==> config.mk <==
export PLATFORM = sky130hd
export DESIGN_NAME = tt_slot_mux_ctrl_flat
export DESIGN_NICKNAME = d
export VERILOG_FILES = /design/src/rtl/tt_slot_mux_ctrl_if.sv /design/src/rtl/tt_slot_mux_ctrl.sv /design/src/flat_wrapper.sv
export SDC_FILE = /design/constraint.sdc
export NUM_CORES = 1
export LEC_CHECK = 0
export ABC_AREA = 1
export CELL_PAD_IN_SITES_DETAIL_PLACEMENT = 1
export CELL_PAD_IN_SITES_GLOBAL_PLACEMENT = 2
export CORE_AREA = 4 4 288 290
export DETAILED_ROUTE_END_ITERATION = 6
export DIE_AREA = 0 0 292 294
export PLACE_DENSITY_LB_ADDON = 0.1
export REMOVE_ABC_BUFFERS = 1
export SLEW_MARGIN = 20
export SYNTH_ARGS = -nofsm -noshare
export SYNTH_HDL_FRONTEND = slang
export SYNTH_SLANG_ARGS = --single-unit
export TNS_END_PERCENT = 20
==> constraint.sdc <==
create_clock -name clk -period 2.15 [get_ports clk]
set_clock_uncertainty 0.2 [all_clocks]
set_input_delay 0.215 -clock clk [delete_from_list [all_inputs] [get_ports clk]]
set_output_delay 0.215 -clock clk [all_outputs]
set_load 0.005 [all_outputs]
==> src/rtl/tt_slot_mux_ctrl_if.sv <==
// ---------------------------------------------------------------------------
// tt_slot_mux_ctrl_if
// User pad bundle between the chip pads and the slot mux controller.
//   pad_clk, pad_rst_n : user project clock and reset, forwarded to the slot
//   ui_in, uio_in      : user inputs and bidir inputs, forwarded to the slot
//   uo_out, uio_out    : selected slot outputs and bidir outputs, returned to the pads
//   uio_oe             : selected slot bidir output enables
// Modports: master = pad side (drives the inputs), slave = controller side.
// ---------------------------------------------------------------------------
interface tt_slot_mux_ctrl_if;
    logic       pad_clk;
    logic       pad_rst_n;
    logic [7:0] ui_in;
    logic [7:0] uio_in;
    logic [7:0] uo_out;
    logic [7:0] uio_out;
    logic [7:0] uio_oe;

    modport master (
        output pad_clk, pad_rst_n, ui_in, uio_in,
        input  uo_out, uio_out, uio_oe
    );

    modport slave (
        input  pad_clk, pad_rst_n, ui_in, uio_in,
        output uo_out, uio_out, uio_oe
    );
endinterface

==> src/rtl/tt_slot_mux_ctrl.sv <==
// ---------------------------------------------------------------------------
// tt_slot_mux_ctrl
// Selects one of N_SLOTS project slots from three asynchronous pad control
// pins, drives the chosen slot's packed input bus and ena, and returns its
// packed output bus to the user pads. Every selection change goes through a
// break-before-make guard during which the new project is held in reset with
// its clock running. Unselected slots are held idle (iw=0, ena=0).
// Ports:
//   clk, rst_n      controller clock, async active-low reset
//   ctrl_sel_rst_n  async pad, low clears the slot address
//   ctrl_sel_inc    async pad, each rising edge advances the slot address
//   ctrl_ena        async pad, high enables the selected slot
//   pad             user pad bundle (forwarded clock/reset/inputs, returned outputs)
//   slot_ena        per-slot enable, one-hot or zero
//   slot_iw         slot k at [18k+17:18k] = {uio_in, ui_in, rst_n, clk}
//   slot_ow         slot k at [24k+23:24k] = {uio_oe, uio_out, uo_out}
//   sel_addr        current slot address
//   active          selected slot is enabled
// ---------------------------------------------------------------------------
module tt_slot_mux_ctrl #(
    parameter int unsigned N_SLOTS      = 16,
    parameter int unsigned ADDR_W       = 4,
    parameter int unsigned GUARD_CYCLES = 4
) (
    input  logic                    clk,
    input  logic                    rst_n,
    input  logic                    ctrl_sel_rst_n,
    input  logic                    ctrl_sel_inc,
    input  logic                    ctrl_ena,
    tt_slot_mux_ctrl_if.slave       pad,
    output logic [N_SLOTS-1:0]      slot_ena,
    output logic [N_SLOTS*18-1:0]   slot_iw,
    input  logic [N_SLOTS*24-1:0]   slot_ow,
    output logic [ADDR_W-1:0]       sel_addr,
    output logic                    active
);

    localparam int unsigned IW_W  = 18;
    localparam int unsigned OW_W  = 24;
    localparam int unsigned CNT_W = $clog2(GUARD_CYCLES + 1);

    localparam logic [1:0] ST_DISABLED = 2'd0;
    localparam logic [1:0] ST_GUARD    = 2'd1;
    localparam logic [1:0] ST_ACTIVE   = 2'd2;

    logic [1:0]        sel_rst_sync;
    logic [2:0]        inc_sync;
    logic [1:0]        ena_sync;
    logic [1:0]        state;
    logic [1:0]        state_nxt;
    logic [CNT_W-1:0]  guard_cnt;
    logic [CNT_W-1:0]  guard_cnt_nxt;
    logic [ADDR_W-1:0] addr_nxt;
    logic              addr_chg;
    logic              sel_rst_s;
    logic              inc_edge;
    logic              ena_s;
    logic [OW_W-1:0]   ow_sel;

    // Pad synchronisers; the third inc stage is the previous synced value for edge detect
    always_ff @(posedge clk or negedge rst_n) begin
        if (!rst_n) begin
            sel_rst_sync <= '0;
            inc_sync     <= '0;
            ena_sync     <= '0;
        end else begin
            sel_rst_sync <= {sel_rst_sync[0], ctrl_sel_rst_n};
            inc_sync     <= {inc_sync[1:0], ctrl_sel_inc};
            ena_sync     <= {ena_sync[0], ctrl_ena};
        end
    end

    assign sel_rst_s = sel_rst_sync[1];
    assign ena_s     = ena_sync[1];
    assign inc_edge  = inc_sync[1] & ~inc_sync[2];

    // Next slot address: address clear wins over a simultaneous increment
    always_comb begin
        addr_nxt = sel_addr;
        if (!sel_rst_s) begin
            addr_nxt = '0;
        end else if (inc_edge) begin
            if (sel_addr == ADDR_W'(N_SLOTS - 1)) begin
                addr_nxt = '0;
            end else begin
                addr_nxt = sel_addr + ADDR_W'(1);
            end
        end
    end

    assign addr_chg = (addr_nxt != sel_addr);

    // State, guard counter and address registers
    always_ff @(posedge clk or negedge rst_n) begin
        if (!rst_n) begin
            state     <= ST_DISABLED;
            guard_cnt <= '0;
            sel_addr  <= '0;
        end else begin
            state     <= state_nxt;
            guard_cnt <= guard_cnt_nxt;
            sel_addr  <= addr_nxt;
        end
    end

    // Next state: the address register and the FSM see a change on the same edge,
    // so the new slot is never enabled before its guard has run
    always_comb begin
        state_nxt     = state;
        guard_cnt_nxt = guard_cnt;
        if (!ena_s) begin
            state_nxt     = ST_DISABLED;
            guard_cnt_nxt = '0;
        end else begin
            case (state)
                ST_DISABLED: begin
                    state_nxt     = ST_GUARD;
                    guard_cnt_nxt = CNT_W'(GUARD_CYCLES);
                end
                ST_GUARD: begin
                    if (addr_chg) begin
                        guard_cnt_nxt = CNT_W'(GUARD_CYCLES);
                    end else if (guard_cnt <= CNT_W'(1)) begin
                        state_nxt     = ST_ACTIVE;
                        guard_cnt_nxt = '0;
                    end else begin
                        guard_cnt_nxt = guard_cnt - CNT_W'(1);
                    end
                end
                ST_ACTIVE: begin
                    if (addr_chg) begin
                        state_nxt     = ST_GUARD;
                        guard_cnt_nxt = CNT_W'(GUARD_CYCLES);
                    end
                end
                default: begin
                    state_nxt     = ST_DISABLED;
                    guard_cnt_nxt = '0;
                end
            endcase
        end
    end

    assign active = (state == ST_ACTIVE);

    // Slot side fan-out and return mux; only the addressed slot is ever driven
    always_comb begin
        slot_ena = '0;
        slot_iw  = '0;
        ow_sel   = '0;
        for (int k = 0; k < int'(N_SLOTS); k++) begin
            if (ADDR_W'(k) == sel_addr) begin
                if (state == ST_ACTIVE) begin
                    slot_ena[k]             = 1'b1;
                    slot_iw[k*IW_W +: IW_W] = {pad.uio_in, pad.ui_in, pad.pad_rst_n, pad.pad_clk};
                    ow_sel                  = slot_ow[k*OW_W +: OW_W];
                end else if (state == ST_GUARD) begin
                    // project held in reset with its clock running
                    slot_iw[k*IW_W +: IW_W] = {16'b0, 1'b0, pad.pad_clk};
                end
            end
        end
    end

    assign pad.uo_out  = ow_sel[7:0];
    assign pad.uio_out = ow_sel[15:8];
    assign pad.uio_oe  = ow_sel[23:16];

endmodule

==> src/flat_wrapper.sv <==
// flat-port wrapper written by rule: the top's interface ports become plain ports
module tt_slot_mux_ctrl_flat 
#(
    parameter int unsigned N_SLOTS      = 16,
    parameter int unsigned ADDR_W       = 4,
    parameter int unsigned GUARD_CYCLES = 4
)
  (clk, rst_n, ctrl_sel_rst_n, ctrl_sel_inc, ctrl_ena, slot_ena, slot_iw, slot_ow, sel_addr, active, pad_pad_clk, pad_pad_rst_n, pad_ui_in, pad_uio_in, pad_uo_out, pad_uio_out, pad_uio_oe);
  tt_slot_mux_ctrl_if pad_i ();
  input  logic clk;
  input  logic rst_n;
  input  logic ctrl_sel_rst_n;
  input  logic ctrl_sel_inc;
  input  logic ctrl_ena;
  output logic [N_SLOTS-1:0] slot_ena;
  output logic [N_SLOTS*18-1:0] slot_iw;
  input  logic [N_SLOTS*24-1:0] slot_ow;
  output logic [ADDR_W-1:0] sel_addr;
  output logic active;
  input wire logic [$bits(pad_i.pad_clk)-1:0] pad_pad_clk;
  input wire logic [$bits(pad_i.pad_rst_n)-1:0] pad_pad_rst_n;
  input wire logic [$bits(pad_i.ui_in)-1:0] pad_ui_in;
  input wire logic [$bits(pad_i.uio_in)-1:0] pad_uio_in;
  output wire logic [$bits(pad_i.uo_out)-1:0] pad_uo_out;
  output wire logic [$bits(pad_i.uio_out)-1:0] pad_uio_out;
  output wire logic [$bits(pad_i.uio_oe)-1:0] pad_uio_oe;
  assign pad_i.pad_clk = pad_pad_clk;
  assign pad_i.pad_rst_n = pad_pad_rst_n;
  assign pad_i.ui_in = pad_ui_in;
  assign pad_i.uio_in = pad_uio_in;
  assign pad_uo_out = pad_i.uo_out;
  assign pad_uio_out = pad_i.uio_out;
  assign pad_uio_oe = pad_i.uio_oe;
  tt_slot_mux_ctrl #(.N_SLOTS(N_SLOTS), .ADDR_W(ADDR_W), .GUARD_CYCLES(GUARD_CYCLES)) u_core (.clk(clk), .rst_n(rst_n), .ctrl_sel_rst_n(ctrl_sel_rst_n), .ctrl_sel_inc(ctrl_sel_inc), .ctrl_ena(ctrl_ena), .pad(pad_i), .slot_ena(slot_ena), .slot_iw(slot_iw), .slot_ow(slot_ow), .sel_addr(sel_addr), .active(active));
endmodule
[Word-level counts from Yosys, hierarchy flattened]
Index checks and enable logic that the tools add are counted.
Storage, ports and cells
  register bits: 16
  input bits: 407
  output and inout port bits: 333
  logic and storage cells: 116
Operators by class
  add/sub/neg operators: 2
  $lt $le $gt $ge: 1
  equal/unequal tests: 22
  muxes and demuxes: 80
  bitwise operators: 2
  reduce and logical (&&, ||, !) cells: 3
Operators by type and width (number)
  $mux 24: 32
  $mux 18: 17
  $eq 4x4->1 const A: 8
  $mux 1: 18
  $eq 3x4->1 const A: 4
  $mux 3: 4
  $mux 4: 3
  $ne 3x3->1 const B: 3
  $pmux 3 s3: 1
  $eq 2x4->1 const A: 2
  $mux 2: 4
  $pmux 2 s3: 1
  $add 4x1->4 const B: 1
  $eq 1x4->1 const A: 1
  $eq 4x4->1 const B: 1
  $logic_not 4->1: 1
  $ne 4x4->1: 1
  $le 3x1->1 const B: 1
  $reduce_and 3->1: 1
  $sub 3x1->3 const B: 1
  $eq 2x1->1 const B: 1
  $eq 2x2->1 const B: 1
  $logic_not 2->1: 1
  $and 1x1->1: 1
  $not 1->1: 1

[Longest topological paths before layout]
Gate-level depths: netlist of run 1.
  depth after elaboration: 33
  depth in mapped cells: 22
  mapped depth without buffers: 21

[Worst setup path before layout of run 1]
OpenSTA, ideal clock, no wires.
  path type: flip-flop to output port
  from: reg u_core.sel_addr[1]
  to: out pad_uio_oe[0]
  data arrival time: 1.912 ns
  slack: -0.177 ns
  cell stages (with the launch flop): 21
  buffers on the path: 1
  cells stage by stage: dfrtp_1 > inv_1 > ha_1 > nand3_2 > nor2_4 > inv_2 > buf_2 > nor2_1 > nor2_1 > nand2_1 > nand2_1 > nand2_1 > nand2_1 > nand2_1 > nand2_1 > nand2_1 > nand2_1 > nand2_1 > nand2_1 > nand2_1 > nand2_1
Between the ends
  cells in the longest elaborated chain, start to end: 32
  elaborated cells on any way between the ends: 47
RTL lines
  from (decl): RTL line tt_slot_mux_ctrl.sv:34  | output logic [ADDR_W-1:0] sel_addr,
  from (signal assigned): RTL line tt_slot_mux_ctrl.sv:102  | sel_addr <= addr_nxt;
  $logic_not 4->1: RTL line tt_slot_mux_ctrl.sv:152  | if (ADDR_W'(k) == sel_addr) begin
  $mux 24: RTL line tt_slot_mux_ctrl.sv:152
  $mux 24: RTL line tt_slot_mux_ctrl.sv:153  | if (state == ST_ACTIVE) begin
  $mux 24: RTL line tt_slot_mux_ctrl.sv:152
  $mux 24: RTL line tt_slot_mux_ctrl.sv:153
  $mux 24: RTL line tt_slot_mux_ctrl.sv:152
  $mux 24: RTL line tt_slot_mux_ctrl.sv:153
  $mux 24: RTL line tt_slot_mux_ctrl.sv:152
  [... 16 more ...]
  $mux 24: RTL line tt_slot_mux_ctrl.sv:153
  $mux 24: RTL line tt_slot_mux_ctrl.sv:152
  $mux 24: RTL line tt_slot_mux_ctrl.sv:153
  $mux 24: RTL line tt_slot_mux_ctrl.sv:152
  $mux 24: RTL line tt_slot_mux_ctrl.sv:153
  $mux 24: RTL line tt_slot_mux_ctrl.sv:152
  $mux 24: RTL line tt_slot_mux_ctrl.sv:153
  $mux 24 *: RTL line tt_slot_mux_ctrl.sv:152
  to (decl): RTL line flat_wrapper.sv:26  | output wire logic [$bits(pad_i.uio_oe)-1:0] pad_uio_oe;
Every way passes the cells marked *; elsewhere a longest branch is shown, timed or not.

[Worst setup path after layout of run 1]
  from: reg u_core.sel_addr[0]
  to: out pad_uio_oe[4]
The elaborated chain is that of the path after synthesis.

==> flow_summary.yaml, run 1 <==
clock_tree:
  hold_buffers: 0
  cts_root_buf: "clkbuf_16"
  clk_pin_slew_ns: 0.05
  numCtsBuffers: 3
  cts_sinks: 16
  clock_latency_ns: 0.25
  cts_tree: "yes"
  clock_path_buffers: 2
  htreeDepth: 1
global_routing:
  antenna_found_initial: 37
  grt_use_total_pct: 18.63
  grt_pass1_wl_mm: 116.0
  overflow: 0
  first_global_vias: 14850
  grt_start_max_net_pins: 39
hold_path:
  hold_path.class: "in -> async"
sta:
  fin_ws_ns: -0.9977
  fin_crit_sh_pct: 146.4
  tightest_slew_ns: 0.3756
  finalSetupViolations: 333
  max_slew_margin_pct: 74.96
  hold_viol_final: 0
  fmaxAchievable_ghz: 0.3177
  drv_slew: 0
  period_needed_ns: 3.148
  rsz0062_at_grt: "yes"
yosys:
  synth_area_um2: 7087
  synth_area_leaders: "nor2_1, nand2_1, a21oi_1"
  ys_ff_latch: 16
  ys_seq_area_share_pct: 5.650
  synth_top_area_share_pct: 30.24
  synth_edf_count: 0
  yosys_warnings: 0
  synth_top_area_cell: "nor2_1"
  synth.most_common_cell: "nor2_1"
  avgSynthCellArea_um2: 4.350
  synthCells: 1629
  synthArstFlopShare_pct: 100.0
  synthTopCellsByCount: "nor2_1, nand2_1, a21oi_1, inv_1, clkbuf_1"
  synth_top_flop_cell: "dfrtp_1"
  yosysUniqueCellTypes: 30
place:
  pre_cts_slack_ns: -1.375
  port_buffers: 739
  place.gp.congestion: 0.7958
  dp_hpwl_mm: 67.85
  dp.cells: 3481
critical_path:
  crit_slowest_cell: "dfrtp_1"
  r2r_cells: 14
  path_common_cell: "nand2_1"
  reg2reg_slack_ns: -0.59
  crit_required_ns: 1.74
  reg2reg_to: "u_core.guard_cnt[0]$_DFFE_PN0P_"
  critical_path.startpoint_type: "flip-flop"
  cp.arrival_ns: 2.73
  cp_cell_sequence: "inv_2 -> buf_12 -> ha_4 -> buf_6 -> inv_4 -> nor2_4 -> inv_2 -> nor2_4 -> inv_4 -> buf_12 -> buf_12 -> buf_6 -> nor2_4 -> nor2_2 -> nand2_2 -> nand2_1 -> nand2_1 -> nand2_1 -> nand2_1 -> nand2_1 -> nand2_1 -> nand2_1 -> buf_2"
  cp_max_fo: 6
  r2r-start: "u_core.sel_addr[1]$_DFF_PN0_"
  critPathCaptureType: "output pin"
  cp_slowest_stage_delay_ns: 0.41
  crit_type: "reg -> out"
floorplan:
  start_util_pct: 8.827
  ios: 740
  coreArea_um2: 80290
  num_rows: 104
  die_y_um: 294
  die_w_um: 292
  dieArea_um2: 85850
job:
  maxCapViolations: 0
detailed_routing:
  antenna_left: 0
  wl_per_cell_um: 23.90
  wl_mm: 87.16
  vias: 13970
  drc: 0
  drtIter0Drc: 406
  avgViaCountPerCell: 3.831
  firstDrtPassIters: 4
pwr:
  vdd_drop_max_mv: 0.3320
  switching_share_pct: 41.53
  p_leak_nw: 9.210
  p_comb_share_pct: 78.0
  switching_power_mw: 1.351
  seq_power_share_pct: 10.6
  clkPwrFrac_pct: 11.3
  powerDensity_nw_per_um2: 163.3
  p_int_mw: 1.902
outcome:
  violations: "negative setup slack"
  status: "finished, violations left"
layout:
  drive_above_1_share_pct: 33.49
  final_cell_count_no_fill: 3647
  final_nets: 2977
  areaGrowthSynthToFinish_pct: 181.1
## cell type report
class	count	area (um2)
flip-flops and latches	16	401.6
fillers	9904	60370
repair buffers	1051	10720
inverters	181	729.5
well taps	1060	1326
clock buffers	3	75.07
diodes	25	62.56
multi-input cells	1311	6608
## per-stage QoR
step	power (mW)	hold WS [ns]	setup TNS, ns	utilization (%)	area, um2
final	3.252	0.08865	-211.59	24.81	19920
after global routing	3.495	0.1256	-254.64	24.80	19910
after CTS	3.226	0.1049	-248.85	23.57	18920
after detailed placement	2.673	0.1363	-221.03	21.35	17150
after global placement	2.676	0.1324	-207.03	21.35	17150
after floorplan	0.9809	-0.2806	-275.88	-	6523
## per-layer routing
layer / part of all wire, % / global-route usage (%)
met1: 38 / 19.85
met2: 55 / 36.95
met3: 5.0 / 3.721
met4: 1.5 / 4.894
met5: 0.17 / 0
## worst max-delay path: cells and delay by family (launching register included)
| family | cells | cell delay [ns] |
|---|---|---|
| buf+inv | 10 | 1.06 |
| flops | 1 | 0.41 |
| simple gates | 12 | 0.84 |
| fa+ha+maj | 1 | 0.14 |
## layout by cell type (no fill, tap or decap), types with 53 or more instances in the layout
cell type,count
nand2_1,296
clkdlybuf4s50_1,569
buf_2,97
nor2_2,88
o21ai_0,53
a21oi_1,133
nor2_1,442
buf_12,56
inv_1,112
buf_4,185
nand2_2,135
inv_2,54
nor2_4,54
## kinds of logic after synthesis
group	Yosys count	share of synthesized area, %
compound gates	207	14.67
xor+xnor	3	0.3708
fa+ha+maj	6	1.059
buf+inv	302	17.55
flops	16	5.650
simple gates	1095	60.70
## timing repair
item / CTS / global route
gates cloned: 22 / 8
setup endpoints to repair: 333 / 336
gates resized for setup: 568 / 473
pin swaps: 77 / 117
buffers inserted: 72 / 48
## power groups by stage
stage               logic, mW  registers, mW  clock network, mW
floorplan               0.617          0.364                  0
global placement         2.33          0.348                  0
detailed placement       2.32          0.350                  0
CTS                      2.50          0.347              0.376
global route             2.76          0.350              0.389
finish                   2.54          0.346              0.369
## how the worst max path moves through the flow
stage / from / endpoint / cells past startpoint
after floorplan: u_core.state[1]$_DFFE_PN0P_ / slot_iw[100] / 4
after global placement: u_core.sel_addr[0]$_DFF_PN0_ / pad_uo_out[4] / 20
after detailed placement: u_core.sel_addr[0]$_DFF_PN0_ / pad_uo_out[4] / 20
after CTS: u_core.sel_addr[0]$_DFF_PN0_ / pad_uo_out[1] / 24
after global routing: u_core.sel_addr[0]$_DFF_PN0_ / pad_uio_out[4] / 24
final: u_core.sel_addr[0]$_DFF_PN0_ / pad_uio_oe[4] / 23
## registers in the layout (all words and copies together), names as in the netlist
signal               count
u_core.ena_sync          2
u_core.guard_cnt         3
u_core.inc_sync          3
u_core.sel_addr          4
u_core.sel_rst_sync      2
u_core.state             2
Power figures use the tool's default switching activity.
==> run 2, diff against run 1 <==
--- a/config.mk
+++ b/config.mk
@@ -6,6 +6,7 @@
 export NUM_CORES = 1
 export LEC_CHECK = 0
 export ABC_AREA = 1
+export ABC_CLOCK_PERIOD_IN_PS = 2150
 export CELL_PAD_IN_SITES_DETAIL_PLACEMENT = 1
 export CELL_PAD_IN_SITES_GLOBAL_PLACEMENT = 2
 export CORE_AREA = 4 4 288 290
==> results of run 2 <==
The final DEF is identical to that of run 1; final timing and power are the same.
